===== src/rtl/srl_delay_pkg.sv =====
// -----------------------------------------------------------------------------
// srl_delay_pkg
// Shared sizing constants for the 64-bit programmable shift-register delay
// line: total depth, width and count of the 16-bit cascade stages, and the
// widths of the delay-select and fill counter.
// Build option: SRL_DELAY_NEGCLK_EN (see srl_delay_line.sv) -- no effect here.
// -----------------------------------------------------------------------------
package srl_delay_pkg;

    localparam int DEPTH   = 64;   // total storage bits
    localparam int STAGE_W = 16;   // bits per cascade stage
    localparam int NSTAGES = 4;    // DEPTH / STAGE_W
    localparam int DLY_W   = 6;    // delay-select width, log2(DEPTH)

    localparam int ADDR_W  = 4;    // tap address inside one stage
    localparam int SEL_W   = 2;    // stage select, DLY[5:4]
    localparam int FILL_W  = 7;    // fill counter must represent 0..64

    // Fill saturates here: every tap holds a real bit once 64 have entered.
    localparam logic [FILL_W-1:0] FILL_MAX = 7'd64;

endpackage


===== src/rtl/srl16_stage.sv =====
// -----------------------------------------------------------------------------
// srl16_stage
// One 16-bit shift stage of the delay line. Shifts d into bit 0 on each
// enabled edge, exposes an addressable tap and the oldest bit as a carry for
// the next stage in the cascade.
// Build option: SRL_DELAY_NEGCLK_EN -> state updates on the falling CLK edge.
//
// Ports
//   clk    in   sampling clock
//   rst    in   asynchronous active-high reset, loads INIT
//   ce     in   shift enable
//   d      in   serial data in (bit 0 is newest)
//   addr   in   4-bit tap address
//   q      out  data[addr], combinational
//   carry  out  data[15], combinational cascade output
// -----------------------------------------------------------------------------
module srl16_stage
    import srl_delay_pkg::*;
#(
    parameter logic [STAGE_W-1:0] INIT = '0
) (
    input  logic              clk,
    input  logic              rst,
    input  logic              ce,
    input  logic              d,
    input  logic [ADDR_W-1:0] addr,
    output logic              q,
    output logic              carry
);

    logic [STAGE_W-1:0] data_q;
    logic [STAGE_W-1:0] data_d;

    // NOTE: every always_comb output gets a default first, so no path can
    // leave it unassigned and infer a latch.
    always_comb begin
        data_d = data_q;
        if (ce) begin
            data_d = {data_q[STAGE_W-2:0], d};
        end
    end

    // NOTE: the storage is deliberately reset (to INIT) rather than left as
    // an unreset memory, because the reset contents are visible on the taps.
`ifdef SRL_DELAY_NEGCLK_EN
    always_ff @(negedge clk or posedge rst) begin
`else
    always_ff @(posedge clk or posedge rst) begin
`endif
        // NOTE: non-blocking so every flop samples pre-edge values.
        if (rst) begin
            data_q <= INIT;
        end else begin
            data_q <= data_d;
        end
    end

    assign q     = data_q[addr];
    assign carry = data_q[STAGE_W-1];

endmodule


===== src/rtl/srl_delay_line.sv =====
// -----------------------------------------------------------------------------
// srl_delay_line
// 64-bit programmable serial delay line built from four cascaded 16-bit
// stages. Q is the bit shifted in DLY_Q+1 enabled edges ago; VALID says that
// bit really came from D since reset rather than from INIT.
// Build option: SRL_DELAY_NEGCLK_EN -> all state updates on the falling CLK
// edge; default build uses the rising edge. Reset is identical in both.
//
// Ports
//   CLK     in   sampling clock (only clock)
//   RST     in   asynchronous active-high reset
//   CE      in   shift enable
//   D       in   serial data in
//   DLY_WE  in   delay-select write strobe
//   DLY     in   new delay select (delay = DLY+1 enabled shifts)
//   Q       out  data[dly_reg], combinational
//   Q63     out  data[63], cascade output
//   VALID   out  fill > dly_reg
//   DLY_Q   out  current delay select
// -----------------------------------------------------------------------------
module srl_delay_line
    import srl_delay_pkg::*;
#(
    parameter logic [DEPTH-1:0] INIT    = 64'h0,
    parameter logic [DLY_W-1:0] DLY_RST = 6'd15
) (
    input  logic             CLK,
    input  logic             RST,
    input  logic             CE,
    input  logic             D,
    input  logic             DLY_WE,
    input  logic [DLY_W-1:0] DLY,
    output logic             Q,
    output logic             Q63,
    output logic             VALID,
    output logic [DLY_W-1:0] DLY_Q
);

    logic [DLY_W-1:0]  dly_sel_q, dly_sel_d;
    logic [FILL_W-1:0] fill_q, fill_d;

    logic [NSTAGES-1:0] stage_din;
    logic [NSTAGES-1:0] stage_tap;
    logic [NSTAGES-1:0] stage_carry;

    // Stage 0 takes D; each later stage takes the previous stage's oldest bit.
    assign stage_din = {stage_carry[NSTAGES-2:0], D};

    for (genvar i = 0; i < NSTAGES; i++) begin : g_stage
        srl16_stage #(
            .INIT (INIT[i*STAGE_W +: STAGE_W])
        ) u_stage (
            .clk   (CLK),
            .rst   (RST),
            .ce    (CE),
            .d     (stage_din[i]),
            .addr  (dly_sel_q[ADDR_W-1:0]),
            .q     (stage_tap[i]),
            .carry (stage_carry[i])
        );
    end

    always_comb begin
        dly_sel_d = dly_sel_q;
        fill_d    = fill_q;
        if (DLY_WE) begin
            dly_sel_d = DLY;
        end
        // Saturate rather than wrap: once full, every tap is genuine data.
        if (CE && (fill_q != FILL_MAX)) begin
            fill_d = fill_q + 7'd1;
        end
    end

`ifdef SRL_DELAY_NEGCLK_EN
    always_ff @(negedge CLK or posedge RST) begin
`else
    always_ff @(posedge CLK or posedge RST) begin
`endif
        if (RST) begin
            dly_sel_q <= DLY_RST;
            fill_q    <= '0;
        end else begin
            dly_sel_q <= dly_sel_d;
            fill_q    <= fill_d;
        end
    end

    // Tap selection uses the registered select, so a write on the same edge
    // as a shift points at the post-shift data.
    assign Q     = stage_tap[dly_sel_q[DLY_W-1 -: SEL_W]];
    assign Q63   = stage_carry[NSTAGES-1];
    assign VALID = (fill_q > {1'b0, dly_sel_q});
    assign DLY_Q = dly_sel_q;

endmodule


===== config.mk =====
export PLATFORM = sky130hd
export DESIGN_NAME = srl_delay_line
export DESIGN_NICKNAME = d
export VERILOG_FILES = /design/src/rtl/srl_delay_pkg.sv /design/src/rtl/srl16_stage.sv /design/src/rtl/srl_delay_line.sv
export SDC_FILE = /design/constraint.sdc
export NUM_CORES = 1
export LEC_CHECK = 0
export CAP_MARGIN = 30
export CORE_ASPECT_RATIO = 0.75
export CORE_UTILIZATION = 35
export CTS_BUF_LIST = sky130_fd_sc_hd__clkbuf_8
export CTS_CLUSTER_SIZE = 14
export DETAILED_ROUTE_END_ITERATION = 6
export PLACE_DENSITY_LB_ADDON = 0.2
export SETUP_SLACK_MARGIN = 0.1
export SYNTH_ARGS = -nofsm -noshare
export SYNTH_HDL_FRONTEND = slang
export SYNTH_SLANG_ARGS = --single-unit

===== constraint.sdc =====
create_clock -name CLK -period 6.66 [get_ports CLK]
set_clock_uncertainty 0.05 [all_clocks]
set_input_delay 1.998 -clock CLK [delete_from_list [all_inputs] [get_ports CLK]]
set_output_delay 1.998 -clock CLK [all_outputs]
set_load 0.1 [all_outputs]

After elaboration in Yosys (flattened, before gate mapping)
Index checks and enable logic that the tools add are counted.
- flip-flop bits (word level): 77
- input bits: 11
- output and inout bits: 9
- word-level logic and storage cells: 22
- add/subtract/negate cells: 1
- magnitude comparators: 3
- eq/ne operators: 1
- muxes and demuxes: 10
- reduce and logical (&&, ||, !) cells: 1
- operators by type and width (kind ; number):
    $bmux W1 S4 ; 4
    $add A7 B1 Y7 const B ; 1
    $gt A7 B6 Y1 ; 1
    $ne A7 B7 Y1 const B ; 1
    $lt A4 B5 Y1 const B ; 1
    $mux W1 ; 5
    $lt A2 B3 Y1 const B ; 1
    $bmux W1 S2 ; 1
    $logic_and A1 B1 Y1 ; 1

Longest topological paths before layout
Gate-level depths: netlist of run 1.
- word-level depth: 4
- mapped depth: 7

Modules after synthesis
From an unflattened synthesis of run 1, not the netlist that was laid out.
- cells, all modules: 237
- area total of the unflattened synthesis: 3653.5 um^2
- by module, submodules not included (module ; instances ; cells each ; area each (um^2) ; seq. area each (um^2)):
    srl16_stage ; 4 ; 42 ; 729.4 ; 400.4
    srl_delay_line ; 1 ; 69 ; 735.7 ; 330.3

Worst setup path before layout of run 1
Ideal clock, no wire load.
- path kind: register to output
- from: register dly_sel_q[2] (netlist: DLY_Q[2])
- to: output port Q
- arrival time: 2569 ps
- required time: 4612 ps
- slack: 2043 ps
- stages on the path, launching flop included: 7
- path through: dfstp_2 buf_2 buf_2 nor2_1 or4_1 nand4_1 o211a_1
- longest elaborated chain between the ends: 4
- RTL lines (item ; RTL line ; RTL):
    start, declared ; srl_delay_line.sv:39 ; logic [DLY_W-1:0] dly_sel_q, dly_sel_d;
    start signal, assigned ; srl_delay_line.sv:84 ; dly_sel_q <= dly_sel_d;
    $bmux W1 S4 ; srl16_stage.sv:58 ; assign q = data_q[addr];
    $mux W1 (implied by the code) ; srl16_stage.sv:58 ;
    $bmux W1 S2 (*) ; srl_delay_line.sv:91 ; assign Q = stage_tap[dly_sel_q[DLY_W-1 -: SEL_W]];
    $mux W1 (implied by the code) (*) ; srl_delay_line.sv:91 ;
    end, declared ; srl_delay_line.sv:33 ; output logic Q,
Every way passes the cells marked *; elsewhere a longest branch is shown, timed or not. The select of a mux whose other input is x is not followed.

Final worst setup path of run 1
- from: register dly_sel_q[0] (netlist: DLY_Q[0])
- to: output port Q
Same word-level chain as after synthesis.

==> results of run 1 <==
[flip-flops by register name, summed over array words and instances, names as in the netlist]
register                count
fill_q                      7
g_stage.u_stage.data_q     64
DLY_Q                       6
[how the worst min path moves through the flow]
| stage | start | endpoint | cells after the start |
|---|---|---|---|
| 5_1_grt | g_stage[1].u_stage.data_q[9]$_DFFE_PP0P_ | g_stage[1].u_stage.data_q[9]$_DFFE_PP0P_ | 1 |
| 4_1_cts | fill_q[6]$_DFFE_PP0P_ | fill_q[6]$_DFFE_PP0P_ | 1 |
| 6_report | fill_q[6]$_DFFE_PP0P_ | fill_q[6]$_DFFE_PP0P_ | 1 |
| 3_3_place_gp | fill_q[6]$_DFFE_PP0P_ | fill_q[6]$_DFFE_PP0P_ | 1 |
| 3_5_place_dp | fill_q[6]$_DFFE_PP0P_ | fill_q[6]$_DFFE_PP0P_ | 1 |
| 2_1_floorplan | fill_q[6]$_DFFE_PP0P_ | fill_q[6]$_DFFE_PP0P_ | 1 |
[kinds of logic (layout without fill, tap and decap cells)]
group           Yosys count  after routing  synth area share
simple gates             31             31            0.0411
mux                      87             87             0.321
compound gates           18             18            0.0331
flops                    77             77             0.533
fa+ha+maj                 8              8            0.0276
buf+inv                  23             45            0.0297
xor+xnor                  6              6            0.0145
[power breakdown]
group	total, W	internal [W]	leakage, nW	switching (W)
logic	0.000356	0.000176	0.816	0.000180
clock network	0.000432	0.000267	0.125	0.000165
registers	0.000672	0.000570	0.997	0.000102
[cells in the final DEF, fill, tap and decap left out, types with 2 or more instances in the layout]
cell type / instances
dfrtp_1: 73
mux2_2: 67
clkdlybuf4s50_1: 18
clkbuf_8: 11
mux4_1: 9
nand2_1: 9
nor2_1: 8
ha_1: 8
inv_1: 7
o21ai_0: 6
mux2i_1: 6
nand3_1: 5
mux4_2: 5
dfstp_2: 4
a21o_1: 3
or4_1: 3
nand4_1: 3
xor2_1: 3
xnor2_1: 3
bufinv_16: 3
a21oi_1: 2
o211ai_1: 2
o2111ai_1: 2
buf_4: 2
[metrics by stage]
stage	hold WS (ns)	setup WS, ns	std cells
2_1_floorplan	0.414	2.04	250
3_3_place_gp	0.456	1.35	389
3_5_place_dp	0.459	1.34	389
4_1_cts	0.474	0.938	404
5_1_grt	0.505	0.852	404
6_report	0.467	1.01	404
[worst max-delay path, delay by kind of cell, from the launching register on]
| kind | cells | cell delay, ns |
|---|---|---|
| simple gates | 3 | 0.67 |
| buf+inv | 1 | 1.14 |
| flops | 1 | 0.92 |
| compound gates | 1 | 0.17 |
| mux | 1 | 0.35 |
[final cells by class]
type	count	area, sq um	share of cell area
Multi-Input combinational cell	150	1590	0.381
Clock inverter	4	95.1	0.0228
Tap cell	132	165	0.0397
Inverter	9	33.8	0.00812
Timing Repair Buffer	21	200	0.0481
Sequential cell	77	1930	0.464
Clock buffer	11	151	0.0364
[per-layer routing]
metal | GRT usage | share of wire
met2 | 0.190 | 0.42
met1 | 0.194 | 0.53
met3 | 0.0451 | 0.035
met5 | 0 | 0
met4 | 0.0438 | 0.013
==> metrics, run 1 <==
outcome completed; die area 0.0108 sq mm; Pwr Total 0.00146 W; Core Region around 0.0099 sq mm; die width between 100 and 150 um; Routed Antenna Nets 0; Max Buffers Root-to-Sink 2; grt ovf 0; share of the synthesized area in the top cell type 0.504; # fillers slightly above 900; Starting Density 0.368; ys async rst share 1.00; DRT Wirelength around 6.5 mm; Leak a little under 2 nW; first-pass GRT wire length approximately 11 mm; worst-path maximum fanout 21; RSZ-0062 raised after global routing false; CP Capture Point Q; WL per Instance between 15 and 20 um; share of layout cells above drive strength 1 0.353; Critical Path RT around 4.6 ns; flops & latches, synth 77; Rows 31; crit path kind flip-flop to output port; nets around 290; Final GP Congestion between 0.6 and 0.7; clk_lat worst skew ~0.35 ns; Num CTS Buffers 9; Reg2Reg Launch Point fill_q[4]$_DFFE_PP0P_; dpl hpwl 4.24 mm; Setup crit start kind flip-flop; Final Hold Viols 0; number of synthesized flops with an enable pin 0; vias per inst around 5; Reg2Reg Depth 4; count of final setup violators 0; Core Util, Final 0.423; Final Cycle Share 0.849; post-synthesis cell count 250; Design Area, Final between 0.004 and 0.005 sq mm; CP max stage cell clkdlybuf4s50_1; vias in the first global route about 2,100; Synth area leaders dfrtp_1 50%, mux2_2 21%, mux4_1 6.5%; TritonCTS clock tree yes; Final min period ~5.7 ns; Slew headroom 0.350; Post-CTS Hold Fix Bufs 0; worst endpoint data arrival time between 3 and 4 ns; largest net degree at the start of global routing between 60 and 70; DRC viols 0; Top Ports 20; most frequent cell after synthesis dfrtp_1; number of H-tree levels 3; DP Area roughly 0.004 sq mm; setup slack, reg-to-reg 5.17 ns; Max Slew Vio Count 0; critical path endpoint category output port; max-cap check violation count 0; initial DRC count ~120; Diodes inserted 0; total number of vias ~2,000; post-synth top area cell dfrtp_1; post-CTS setup buffer count 0; DR pass1 iterations 4; YS warnings 0; Fmax about 180 MHz; mapped cell area ~0.0036 sq mm; PortBufs 19; Setup TNS Final 0 ns; worst path cell trace mux4_1 -> nor2_1 -> or4_1 -> nand4_1 -> o211a_1 -> clkdlybuf4s50_1; slowest stage delay, CP approximately 1.1 ns; initial antenna violation count 0; Seq/Total Area, Yosys 0.533; Synth Area per Inst roughly 14 sq um; Post-synth top cells 73 x dfrtp_1, 67 x mux2_2, 9 x mux4_1, 9 x nand2_1; Peak supply drop around 0.00016 V; Die H 90.1 um; Synth Flop Type dfrtp_1; post-CTS sizing 0; Area growth syn-to-layout 14.8%; Clock Sinks 77; Worst-path clk slew about 0.08 ns; Yosys cell types 31; Power Density ~350 mW/mm^2; reg-to-reg endpoint fill_q[1]$_DFFE_PP0P_; worst min path class flip-flop to flip-flop; clock root buffer clkbuf_8; Tightest Pin Transition ~0.97 ns; crit path from DLY_Q[0]$_DFFE_PP1P_; syn nets between 200 and 300; Total Routing Usage GR 0.135
Power figures use the tool's default switching activity.
==> run 2, diff against run 1 <==
- clock period: 6.66 -> 5.3 ns (I/O delays scaled with it)
==> metrics, run 2 (synthesis results as in run 1) <==
outcome completed; most common cell after layout, fill and taps aside dfrtp_1; Diodes inserted 0; Internal 0.00124 W; initial DRC count 89; Area growth syn-to-layout 14.5%; TritonCTS clock tree yes; Worst Slack Setup Final 0.838 ns; share of layout cells above drive strength 1 0.363; Starting Density 0.368; Clk pwr share 0.283; DRT Wirelength about 6.6 mm; Post-CTS Hold Fix Bufs 0; Top Ports 20; Total Routing Usage GR 0.140; Final Cycle Share 0.842; Largest Register g_stage.u_stage.data_q; Max Buffers Root-to-Sink 2; clk_lat worst skew 0.35 ns; Final Hold Viols 0; Setup crit start kind flip-flop; Tightest Pin Transition approximately 0.98 ns; Core Region slightly below 0.01 sq mm; initial antenna violation count 0; Routed Antenna Nets 0; most frequent cells in the layout 73 x dfrtp_1, 67 x mux2_2, 16 x clkdlybuf4s50_1, 12 x clkbuf_8; dpl hpwl ~4.4 mm; Worst-path clk slew approximately 0.080 ns; grt ovf 0; Critical Path RT around 3.7 ns; Clock Sinks 77; Die H roughly 90 um; WL per Instance approximately 16 um; worst-path maximum fanout 21; Leak between 1.5 and 2 nW; vias in the first global route between 2,000 and 2,500; Power Density 432 mW/mm^2; clock root buffer clkbuf_8; PortBufs 19; Setup TNS Final 0 ns; Fmax approximately 220 MHz; Largest register FFs 64; largest net degree at the start of global routing 44; Final GP Congestion between 0.7 and 0.8; Final min period roughly 4.5 ns; crit path kind flip-flop to output port; max-cap check violation count 0; vias per inst slightly above 5; worst slack at placement 1.21 ns; total number of vias around 2,100; Hold WS about 0.47 ns; critical path endpoint category output port; count of final setup violators 0; Num CTS Buffers 9; worst min path class flip-flop to flip-flop; nets 288; die width roughly 120 um; Rows 31; fin cells slightly above 400; first-pass GRT wire length roughly 11 mm; DR pass1 iterations 4; post-CTS setup buffer count 0; number of H-tree levels 3; Flop pwr share 0.466; Switch Pwr roughly 0.00056 W; dpl cells a little under 400; die area about 0.011 sq mm; Sw Share 0.312; worst endpoint data arrival time between 2 and 3 ns; DRC viols 0; Logic pwr share 0.250; Pwr Total roughly 0.0018 W; Max Slew Vio Count 0; Slew headroom 0.342; Peak supply drop 0.000168 V; RSZ-0062 raised after global routing false; post-CTS sizing 0
-- run 2: changes by cell type in the layout (fill, tap and decap cells not counted) --
cell / change
clkbuf_8: +1
clkinvlp_4: +1
clkdlybuf4s50_1: -2
bufinv_16: -1
buf_4: +3
clkinv_2: -1
-- run 2: path summary, 6_finish.rpt --
path / start / end / slack, ns / cells past startpoint
setup reg to reg: fill_q[4]$_DFFE_PP0P_ / fill_q[1]$_DFFE_PP0P_ / 3.81 / 4
setup / recovery: DLY_Q[0]$_DFFE_PP1P_ / Q / 0.84 / 6
min in group asynchronous: RST / g_stage[0].u_stage.data_q[2]$_DFFE_PP0P_ / 1.41 / 2
max in group asynchronous: RST / DLY_Q[1]$_DFFE_PP1P_ / 3.02 / 3
hold / removal: fill_q[6]$_DFFE_PP0P_ / fill_q[6]$_DFFE_PP0P_ / 0.47 / 1
hold reg to reg: fill_q[6]$_DFFE_PP0P_ / fill_q[6]$_DFFE_PP0P_ / 0.47 / 1
-- run 2: area by class of cell --
cell class | count | area (sq um)
flip-flops and latches | 77 | 1930
repair buffers | 22 | 203
fillers | 939 | 5700
clock inverters | 3 | 67.6
clock buffers | 12 | 165
well taps | 132 | 165
multi-input cells | 150 | 1590
inverters | 9 | 33.8
-- run 2: power groups by stage --
stage	clock network (W)	registers, W	logic [W]
6_report	0.000509	0.000837	0.000449
5_1_grt	0.000553	0.000859	0.000493
4_1_cts	0.000523	0.000841	0.000456
3_5_place_dp	0	0.000852	0.000455
3_3_place_gp	0	0.000859	0.000439
2_1_floorplan	0	0.000828	0.000359
-- run 2: critical path, stage by stage (launching register included) --
cell and delay [ns]:
dfstp_2 0.95, mux4_1 0.37, nor2_1 0.04, or4_1 0.49, nand4_1 0.14, o211a_1 0.18, buf_4 0.29
-- run 2: layer usage --
layer / share of wire / track usage / vias to the layer above / wire length [um]
li1: - / - / 965 / -
met1: 0.53 / 0.206 / 1069 / 3490
met2: 0.43 / 0.189 / 24 / 2850
met3: 0.035 / 0.0508 / 8 / 234
met4: 0.0085 / 0.0406 / 0 / 56
met5: 0 / 0 / - / 0
-- run 2: through the flow --
stage	utilization	cell area, sq um
floorplan	-	3620
global placement	0.398	3920
detailed placement	0.398	3920
CTS	0.421	4150
global route	0.421	4150
finish	0.421	4150
==> run 3, diff against run 2 <==
- clock period: 5.3 -> 4 ns (I/O delays scaled with it)
==> metrics, run 3 (synthesis results as in run 1) <==
Power Density between 500 and 600 mW/mm^2; initial antenna violation count 0; Die H roughly 90 um; dpl hpwl roughly 4.6 mm; Num CTS Buffers 9; PortBufs 19; die width around 120 um; Final Cycle Share 0.946; WL per Instance roughly 17 um; first-pass GRT wire length between 10 and 15 mm; DRT Wirelength 7.02 mm; grt ovf 0; Hold WS around 0.47 ns; worst path cell trace buf_4 -> mux4_2 -> o211ai_1 -> o2111ai_1 -> o211a_1 -> buf_12; worst min path class flip-flop to flip-flop; Slew headroom 0.353; TritonCTS clock tree yes; Critical Path RT approximately 2.8 ns; Top Ports 20; Reg2Reg Launch Point fill_q[5]$_DFFE_PP0P_; clk_lat worst skew approximately 0.36 ns; Core Region 0.00985 sq mm; initial DRC count 94; Tightest Pin Transition 0.968 ns; critical path endpoint category output port; total number of vias around 2,100; DRC viols 0; Fmax 264 MHz; Peak supply drop between 0.0003 and 0.0004 V; most common cell after layout, fill and taps aside dfrtp_1; Total Routing Usage GR 0.146; Final Hold Viols 0; Worst Slack Setup Final around 0.22 ns; RSZ-0062 raised after global routing true; Clock Sinks 77; crit path kind flip-flop to output port; outcome completed; worst endpoint data arrival time roughly 2.5 ns; number of H-tree levels 3; Setup TNS Final 0 ns; Starting Density 0.368; # fillers about 900; nets ~290; most frequent cells in the layout 73 x dfrtp_1, 67 x mux2_2, 11 x clkbuf_8, 10 x clkdlybuf4s50_1, 10 x buf_4; max-cap check violation count 0; share of layout cells above drive strength 1 0.388; vias per inst roughly 5.2; Worst-path clk slew 0.07 ns; Reg2Reg Depth 4; DR pass1 iterations 4; Core Util, Final 0.422; count of final setup violators 0; Hold Startpoint fill_q[6]$_DFFE_PP0P_; worst-path maximum fanout 15; Leak between 1.5 and 2 nW; Hold EP fill_q[6]$_DFFE_PP0P_; Max Buffers Root-to-Sink 2; CP max stage cell dfstp_4; Largest Register g_stage.u_stage.data_q; Post-CTS Hold Fix Bufs 0; die area 0.0108 sq mm; FF+latch area just under 0.002 sq mm; reg-to-reg endpoint fill_q[1]$_DFFE_PP0P_; Diodes inserted 0; clock root buffer clkbuf_8; setup slack, reg-to-reg ~2.5 ns; Routed Antenna Nets 0; worst slack at placement ~0.47 ns; area of the multi-input gates about 0.0016 sq mm; Rows 31; largest net degree at the start of global routing between 40 and 50; Final GP Congestion 0.727; worst hold path depth 1; Setup crit start kind flip-flop; Max Slew Vio Count 0; Area growth syn-to-layout 14.8%; slowest stage delay, CP around 0.76 ns; Final min period roughly 3.8 ns; Largest register FFs 64; vias in the first global route roughly 2,200
-- run 3: cell types whose count changed in the layout (fill, tap and decap cells not counted), moves of 2 or more --
cell,delta
clkdlybuf4s50_1,-6
buf_4,+5
buf_12,+4
bufinv_16,-2
dfstp_2,-2
dfstp_4,+2
-- run 3: where the power goes --
group          switching [W]  internal (W)  total [W]
combinational       0.000322      0.000328   0.000650
clock               0.000275      0.000253   0.000528
sequential          0.000163      0.000950    0.00111
-- run 3: how the worst max path moves through the flow --
stage                               from  to  slack, ns  cells past startpoint
finish              DLY_Q[0]$_DFFE_PP1P_   Q       0.22                      6
CTS                 DLY_Q[0]$_DFFE_PP1P_   Q       0.16                      6
global route        DLY_Q[0]$_DFFE_PP1P_   Q       0.08                      6
global placement    DLY_Q[0]$_DFFE_PP1P_   Q       0.51                      6
floorplan           DLY_Q[2]$_DFFE_PP1P_   Q       0.18                      6
detailed placement  DLY_Q[0]$_DFFE_PP1P_   Q       0.47                      6
-- run 3: repair_timing --
action / CTS / global route
setup endpoints to repair: 1 / 2
endpoints found under the hold margin: 0 / 0
gates resized for setup: 1 / 1
setup buffers: 0 / 2
-- run 3: final cells by class --
| class | instances | share of cell area |
|---|---|---|
| clock buffer | 11 | 0.0364 |
| timing repair buffer | 25 | 0.0626 |
| tap | 132 | 0.0397 |
| multi-input combinational | 150 | 0.381 |
| inverter | 9 | 0.00812 |
| sequential | 77 | 0.466 |
| clock inverter | 4 | 0.00602 |
-- run 3: layer usage --
layer	global-route usage	wire length [um]
met1	0.210	3580
met2	0.203	3090
met3	0.0495	240
met4	0.0469	96
met5	0	0
-- run 3: worst max-delay path, delay by kind of cell (launching register included) --
kind,cells,cell delay [ns]
compound gates,3,0.50
mux,1,0.52
buf+inv,2,0.40
flops,1,0.76
-- run 3: metrics by stage --
stage,cells,cell area (sq um),total power (W)
3_3_place_gp,391,3960,0.00176
2_1_floorplan,250,3620,0.00157
3_5_place_dp,391,3960,0.00178
5_1_grt,408,4160,0.00244
6_report,408,4160,0.00229
4_1_cts,406,4140,0.00232
